===== src/rtl/sqrt_seq_core_if.sv =====
// Valid/ready handshake bundle for the sequential square-root engine.
// The master drives the radicand and out_ready; the slave returns root/remainder.
interface sqrt_seq_core_if #(
    parameter int DATA_W = 16
) ();
    localparam int ROOT_W = DATA_W / 2;
    localparam int REM_W  = ROOT_W + 1;

    logic              in_valid;
    logic              in_ready;
    logic [DATA_W-1:0] radicand;
    logic              out_valid;
    logic              out_ready;
    logic [ROOT_W-1:0] root;
    logic [REM_W-1:0]  rem;

    modport master (
        output in_valid, radicand, out_ready,
        input  in_ready, out_valid, root, rem
    );

    modport slave (
        input  in_valid, radicand, out_ready,
        output in_ready, out_valid, root, rem
    );
endinterface


===== src/rtl/sqrt_seq_core.sv =====
// Restoring digit-by-digit integer square root, one root bit per clock.
// Result is registered on completion and held until the consumer takes it.
module sqrt_seq_core #(
    parameter int DATA_W = 16
) (
    input  logic             clk_i,
    input  logic             rst_ni,
    sqrt_seq_core_if.slave   bus
);
    localparam int ROOT_W = DATA_W / 2;
    localparam int REM_W  = ROOT_W + 1;
    localparam int CALC_W = 17;
    localparam int CNT_W  = $clog2(ROOT_W + 1);

    typedef enum logic [1:0] {
        ST_IDLE = 2'd0,
        ST_CALC = 2'd1,
        ST_DONE = 2'd2
    } state_t;

    state_t            state_r;
    logic [CNT_W-1:0]  cnt_r;
    logic [DATA_W-1:0] rad_r;
    logic [CALC_W-1:0] rem_r;
    logic [ROOT_W-1:0] root_r;
    logic              in_ready_r;
    logic              out_valid_r;
    logic [ROOT_W-1:0] root_out_r;
    logic [REM_W-1:0]  rem_out_r;

    logic [CALC_W-1:0] rem_sh_s;
    logic [CALC_W-1:0] trial_s;
    logic [CALC_W-1:0] rem_nxt_s;
    logic [ROOT_W-1:0] root_nxt_s;
    logic              last_s;

    // One restoring step: bring down two radicand bits and try subtracting (root<<2)|1.
    always_comb begin
        rem_sh_s   = (rem_r << 2'd2) | CALC_W'(rad_r[DATA_W-1 -: 2]);
        trial_s    = (CALC_W'(root_r) << 2'd2) | CALC_W'(1'b1);
        rem_nxt_s  = rem_sh_s;
        root_nxt_s = root_r << 1'b1;
        if (rem_sh_s >= trial_s) begin
            rem_nxt_s  = rem_sh_s - trial_s;
            root_nxt_s = (root_r << 1'b1) | ROOT_W'(1'b1);
        end else begin
            rem_nxt_s  = rem_sh_s;
            root_nxt_s = root_r << 1'b1;
        end
    end

    assign last_s = (cnt_r == CNT_W'(ROOT_W - 1));

    // Control FSM, iteration datapath and registered handshake/result outputs.
    always_ff @(posedge clk_i or negedge rst_ni) begin
        if (!rst_ni) begin
            state_r     <= ST_IDLE;
            cnt_r       <= {CNT_W{1'b0}};
            rad_r       <= {DATA_W{1'b0}};
            rem_r       <= {CALC_W{1'b0}};
            root_r      <= {ROOT_W{1'b0}};
            in_ready_r  <= 1'b1;
            out_valid_r <= 1'b0;
            root_out_r  <= {ROOT_W{1'b0}};
            rem_out_r   <= {REM_W{1'b0}};
        end else begin
            case (state_r)
                ST_IDLE: begin
                    if (bus.in_valid && in_ready_r) begin
                        rad_r      <= bus.radicand;
                        rem_r      <= {CALC_W{1'b0}};
                        root_r     <= {ROOT_W{1'b0}};
                        cnt_r      <= {CNT_W{1'b0}};
                        in_ready_r <= 1'b0;
                        state_r    <= ST_CALC;
                    end else begin
                        in_ready_r <= 1'b1;
                    end
                end
                ST_CALC: begin
                    rad_r  <= rad_r << 2'd2;
                    rem_r  <= rem_nxt_s;
                    root_r <= root_nxt_s;
                    cnt_r  <= cnt_r + CNT_W'(1'b1);
                    // Result registers only move on the final iteration.
                    if (last_s) begin
                        root_out_r  <= root_nxt_s;
                        rem_out_r   <= rem_nxt_s[REM_W-1:0];
                        out_valid_r <= 1'b1;
                        state_r     <= ST_DONE;
                    end else begin
                        state_r     <= ST_CALC;
                    end
                end
                ST_DONE: begin
                    if (bus.out_ready) begin
                        out_valid_r <= 1'b0;
                        in_ready_r  <= 1'b1;
                        state_r     <= ST_IDLE;
                    end else begin
                        state_r     <= ST_DONE;
                    end
                end
                default: begin
                    out_valid_r <= 1'b0;
                    in_ready_r  <= 1'b1;
                    state_r     <= ST_IDLE;
                end
            endcase
        end
    end

    assign bus.in_ready  = in_ready_r;
    assign bus.out_valid = out_valid_r;
    assign bus.root      = root_out_r;
    assign bus.rem       = rem_out_r;
endmodule


===== src/flat_wrapper.sv =====
// flat-port wrapper written by rule: the top's interface ports become plain ports
module sqrt_seq_core_flat 
#(
    parameter int DATA_W = 16
)
  (clk_i, rst_ni, bus_in_valid, bus_radicand, bus_out_ready, bus_in_ready, bus_out_valid, bus_root, bus_rem);
  sqrt_seq_core_if #(.DATA_W(DATA_W)) bus_i ();
  input  logic clk_i;
  input  logic rst_ni;
  input wire logic [$bits(bus_i.in_valid)-1:0] bus_in_valid;
  input wire logic [$bits(bus_i.radicand)-1:0] bus_radicand;
  input wire logic [$bits(bus_i.out_ready)-1:0] bus_out_ready;
  output wire logic [$bits(bus_i.in_ready)-1:0] bus_in_ready;
  output wire logic [$bits(bus_i.out_valid)-1:0] bus_out_valid;
  output wire logic [$bits(bus_i.root)-1:0] bus_root;
  output wire logic [$bits(bus_i.rem)-1:0] bus_rem;
  assign bus_i.in_valid = bus_in_valid;
  assign bus_i.radicand = bus_radicand;
  assign bus_i.out_ready = bus_out_ready;
  assign bus_in_ready = bus_i.in_ready;
  assign bus_out_valid = bus_i.out_valid;
  assign bus_root = bus_i.root;
  assign bus_rem = bus_i.rem;
  sqrt_seq_core #(.DATA_W(DATA_W)) u_core (.clk_i(clk_i), .rst_ni(rst_ni), .bus(bus_i));
endmodule

===== config.mk =====
export PLATFORM = sky130hd
export DESIGN_NAME = sqrt_seq_core_flat
export DESIGN_NICKNAME = d
export VERILOG_FILES = /design/src/rtl/sqrt_seq_core_if.sv /design/src/rtl/sqrt_seq_core.sv /design/src/flat_wrapper.sv
export SDC_FILE = /design/constraint.sdc
export NUM_CORES = 1
export LEC_CHECK = 0
export CORE_MARGIN = 2
export CORE_UTILIZATION = 40
export DETAILED_ROUTE_END_ITERATION = 8
export PLACE_DENSITY_LB_ADDON = 0.25
export SLEW_MARGIN = 20
export SYNTH_ARGS = -nofsm -noshare
export SYNTH_HDL_FRONTEND = slang
export SYNTH_SLANG_ARGS = --single-unit

===== constraint.sdc =====
create_clock -name clk_i -period 3.1 [get_ports clk_i]
set_input_delay 0.62 -clock clk_i [delete_from_list [all_inputs] [get_ports clk_i]]
set_output_delay 0.62 -clock clk_i [all_outputs]
set_load 0.02 [all_outputs]

== Word level (Yosys, flattened, before mapping) ==
Cells that the tools add are included.
Word-level totals
  register bits: 64
  input port bits: 20
  output and inout bits: 19
  logic and storage cells: 48
Cells by class
  $add $sub $neg: 2
  magnitude comparators: 1
  equality and inequality tests: 6
  multiplexer cells: 20
  bitwise operators: 3
  reduce and logical (&&, ||, !) cells: 7
Operator list (count)
  16-bit case mux with 2 select lines: 1
  15-bit two-way mux: 2
  15-bit case mux with 2 select lines: 1
  17-bit by 10-bit >= comparator with 1-bit output: 1
  17-bit by 2-bit bitwise OR with 17-bit output: 1
  16-bit two-way mux: 1
  8-bit case mux with 2 select lines: 1
  15-bit by 10-bit subtractor with 15-bit output: 1
  8-bit two-way mux: 1
  4-bit case mux with 2 select lines: 1
  2-bit two-way mux: 3
  1-bit case mux with 3 select lines: 2
  2-bit case mux with 3 select lines: 1
  2-bit AND reduction: 3
  1-bit two-way mux: 5
  4-bit by 1-bit adder with 4-bit output, second input constant: 1
  4-bit by 3-bit == test with 1-bit output, second input constant: 1
  4-bit two-way mux: 1
  2-bit by 1-bit != test with 1-bit output, second input constant: 2
  3-bit AND reduction: 1
  2-bit by 1-bit == test with 1-bit output, second input constant: 1
  2-bit == test, second input constant: 1
  2-bit logical NOT: 1
  2-bit != test, second input constant: 1
  3 further kinds: 4

== Depth between registers and ports, before layout ==
  depth after elaboration: 4
  depth in mapped cells: 10
  depth with buffers taken out: 8

== Worst setup path after synthesis ==
OpenSTA, ideal clock, no wires.
  kind: flip-flop to flip-flop
  start: register u_core.root_r[1]
  end: register u_core.rem_out_r[3] (netlist: u_core.bus.rem[3])
  setup time: 0.131 ns
  data arrival time: 2.107 ns
  data required time: 2.969 ns
  setup slack: 0.862 ns
  stages on the path, launching flop included: 10
  buffers on the path: 1
  clock period less this slack: 2.238 ns
  cell sequence: dfrtp_1 inv_1 ha_1 a21o_1 a221oi_4 o211ai_4 nor2_4 buf_6 mux2i_1 o21ai_1
On the way
  word-level cells in the longest chain between the ends: 2
  elaborated cells between the ends (all ways): 3
  those cells by class: add/sub: 1; order compare: 1; mux: 1
Ends and longest elaborated chain
  from (decl): line sqrt_seq_core.sv:25  | logic [ROOT_W-1:0] root_r;
  from (signal assigned): line sqrt_seq_core.sv:61  | root_r <= {ROOT_W{1'b0}};
  from (signal assigned): line sqrt_seq_core.sv:72  | root_r <= {ROOT_W{1'b0}};
  from (signal assigned): line sqrt_seq_core.sv:83  | root_r <= root_nxt_s;
  15-bit by 10-bit subtractor with 15-bit output / 17-bit by 10-bit >= comparator with 1-bit output (equally long branches): line sqrt_seq_core.sv:44, sqrt_seq_core.sv:43
  15-bit two-way mux (*): line sqrt_seq_core.sv:43  | if (rem_sh_s >= trial_s) begin
  to (signal assigned): line sqrt_seq_core.sv:65  | rem_out_r <= {REM_W{1'b0}};
  to (signal assigned): line sqrt_seq_core.sv:88  | rem_out_r <= rem_nxt_s[REM_W-1:0];
  to (decl): line sqrt_seq_core.sv:29  | logic [REM_W-1:0] rem_out_r;
Every way passes the cells marked *; elsewhere a longest branch is shown, timed or not.
A chain may end at the register's enable or synchronous reset.

== Worst setup path in the final report ==
  start: register u_core.root_r[1]
  end: register u_core.rem_out_r[4] (netlist: u_core.bus.rem[4])
The elaborated chain is that of the path after synthesis.

==> impl_metrics.ini <==
[timing]
rsz0062_at_grt = no
hold_viol_final = 0
tns_ps = 0
setup_ws_ps = 485
setup_viol = 0
fin_hold_ws_ps = 447
tightest_slew_ps = 1010
max_slew_margin_pct = 32.2
fin_crit_sh_pct = 84.3
clock.fmax_ghz = 0.382
period_needed_ps = 2610
skew_ps = 5.95
maxSlewViolCount = 0

[final_layout]
n_fill_cell = 775
utilization_pct = 49.7
layout-drive-gt1-share_pct = 8.27
areaGrowthSynthToFinish_pct = 19.6
finalNonFillerCells = 477
design_area_sq_um = 3860
nets = 404
diodes = 0

[clock_network]
ctsHoldBuffers = 0
cts_setup_buffers = 0
cts.htree.levels = 3
clk_pin_slew_ps = 60
cts-root-buf = clkbuf_8
clockBufferDepth = 2
clk_latency_ps = 340
cts_tree = yes
cts_buffers = 9
clock-sinks = 64
cts_resized = 0

[place]
globalplace.congestion = 0.813
dp.cells = 464
dp_slack_ps = 508
place_area_sq_um = 3700
port_buffers = 38
dp_hpwl_microns = 4670

[worst_setup_path]
reg2reg_to = u_core.bus.rem[4]$_DFFE_PN0P_
path_class = register to register
crit_chain = inv_1 -> ha_1 -> a21o_1 -> a221oi_4 -> o211ai_4 -> nor2_4 -> mux2i_1 -> o21ai_0
crit_family = compound AO/OA/AOI/OAI gates
ff2ff_path_depth = 8
r2r-start = u_core.root_r[1]$_DFFE_PN0P_
required_ps = 3280
path_buf_inv = 1
reg2reg_slack_ps = 490
crit_slowest_cell = nor2_4
startpoint_type = register
max_stage_delay_ps = 430
endpoint_kind = register
crit_arrival_ps = 2790
critPathMaxFanout = 15

[grt]
antenna_found_initial = 0
met3_usage_pct = 5.38
met1_usage_pct = 22.8
grt_pass1_vias = 2414
overflow = 0
use_met2_pct = 26.1
grt_busiest_layer = met2
grt_max_degree = 65
grt_pass1_wl_microns = 11600
grt_use_total_pct = 17.0

[yosys]
synth_seq_cells = 64
synth-compound-area-share_pct = 19.8
yosys.area_share.adder_pct = 4.26
yosysTopAreaCell = dfrtp_1
yosys.area_share.simple_pct = 16.4
synth_edf_count = 0
synthXorXnorAreaFrac_pct = 2.71
synth_top_family_by_area = compound AO/OA/AOI/OAI gates
yosysTopAreaCellShare_pct = 48.8
yosys.cell_types.count = 53
syn_nets = 368
syn-cell-area_sq_um = 3230
synth_ff_type = dfrtp_1
seq_area_frac_synth_pct = 49.7
synthMuxAreaShare_pct = 3.33
synthTopCellsByArea = dfrtp_1, nand2_1, o21ai_0
avgSynthCellArea_sq_um = 9.58
async_flop_share_pct = 100
synth_warnings = 0
syn_inst = 337

[route]
drtIter0Drc = 129
drcViolationCount = 0
wl_per_cell_microns = 14.1
via_per_inst = 5.22
wirelength_microns = 6750
detail-route-antenna-nets = 0
vias = 2488
firstDrtPassIters = 4

[run]
max_cap_violations = 0

[pwr]
peakVddDrop_mv = 0.434
p_total_mw = 4.72
power_density_nw_per_um2 = 1220
p_leak_nw = 1.70

[run_status]
status = finished clean

[floorplan]
num_rows = 32
die_h_microns = 93.8
core_sq_um = 7770
die_w_microns = 93.8
die_area_sq_um = 8810
start_util_pct = 41.6
ios = 39

[worst_hold_path]
min_path_type = input pin to async pin
flip-flops by register name (all words and copies together) (netlist names):
name / flops
u_core.root_r: 8
u_core.bus.root: 8
u_core.state_r: 2
u_core.rad_r: 16
u_core.bus.rem: 9
u_core.bus.in_ready: 1
u_core.rem_r: 15
u_core.bus.out_valid: 1
u_core.cnt_r: 4
report_power, final:
group	internal (mW)	total [mW]	switching, mW
Clock	0.319	0.607	0.288
Sequential	1.24	1.51	0.270
Combinational	1.12	2.60	1.48
Total	2.68	4.72	2.04
layout by cell type, fill, tap and decap left out, types with 2 or more instances in the layout:
cell / n
a22oi_1: 13
mux2i_1: 7
clkbuf_8: 11
a21oi_1: 7
dfrtp_1: 63
o21ai_1: 10
nand2_1: 64
nor2b_1: 4
ha_1: 11
a21o_1: 4
o21ai_0: 34
nand4_1: 3
o2111ai_1: 2
xnor2_1: 6
nand3_1: 22
nor2_1: 12
inv_1: 12
xor2_1: 4
o21a_1: 4
a31oi_1: 3
o31ai_1: 3
clkdlybuf4s50_1: 37
buf_4: 6
cells in the mapped netlist (2+ instances only):
cell	count
nand2_1	64
dfrtp_1	63
o21ai_0	34
nand3_1	22
clkbuf_1	14
a22oi_1	13
inv_1	12
nor2_1	12
ha_1	11
o21ai_1	10
a21oi_1	7
mux2i_1	7
xnor2_1	6
a21o_1	4
nor2b_1	4
o21a_1	4
xor2_1	4
a31oi_1	3
nand4_1	3
o31ai_1	3
buf_1	2
buf_2	2
nor3_1	2
o2111ai_1	2
how the worst max path moves through the flow:
stage | end | depth (start not counted) | start
floorplan | u_core.bus.rem[3]$_DFFE_PN0P_ | 9 | u_core.root_r[1]$_DFFE_PN0P_
global placement | u_core.bus.rem[1]$_DFFE_PN0P_ | 8 | u_core.root_r[1]$_DFFE_PN0P_
detailed placement | u_core.bus.rem[4]$_DFFE_PN0P_ | 8 | u_core.root_r[1]$_DFFE_PN0P_
CTS | u_core.bus.rem[4]$_DFFE_PN0P_ | 8 | u_core.root_r[1]$_DFFE_PN0P_
finish | u_core.bus.rem[4]$_DFFE_PN0P_ | 8 | u_core.root_r[1]$_DFFE_PN0P_
global route | u_core.bus.rem[4]$_DFFE_PN0P_ | 8 | u_core.root_r[1]$_DFFE_PN0P_
routing by layer:
metal | share of wire [%] | wire [microns]
met1 | 48 | 3250
met2 | 45 | 3060
met3 | 5.2 | 352
met4 | 1.3 | 85
met5 | 0 | 0
final cells by class:
class,instances,area [sq um],area share [%]
flip-flops and latches,64,1600,41.5
multi-input cells,242,1500,39.0
repair buffers,44,420,10.9
clock buffers,12,155,4.02
well taps,102,128,3.31
inverters,12,45.0,1.17
clock inverters,1,5.00,0.130
worst reg2reg max path: cells and delay by family (launching register included):
| family | cells | cell delay, ps |
|---|---|---|
| AO/OA/AOI/OAI | 4 | 910 |
| adder cells (fa/ha/maj) | 1 | 380 |
| buffers and inverters | 1 | 70 |
| flip-flops | 1 | 340 |
| multiplexers | 1 | 330 |
| AND/OR/NAND/NOR | 1 | 430 |
cells by family after synthesis:
logic type	Yosys count
AND/OR/NAND/NOR	117
multiplexers	10
flip-flops	64
adder cells (fa/ha/maj)	11
XOR/XNOR	10
buffers and inverters	31
AO/OA/AOI/OAI	94
Power figures use the tool's default switching activity.
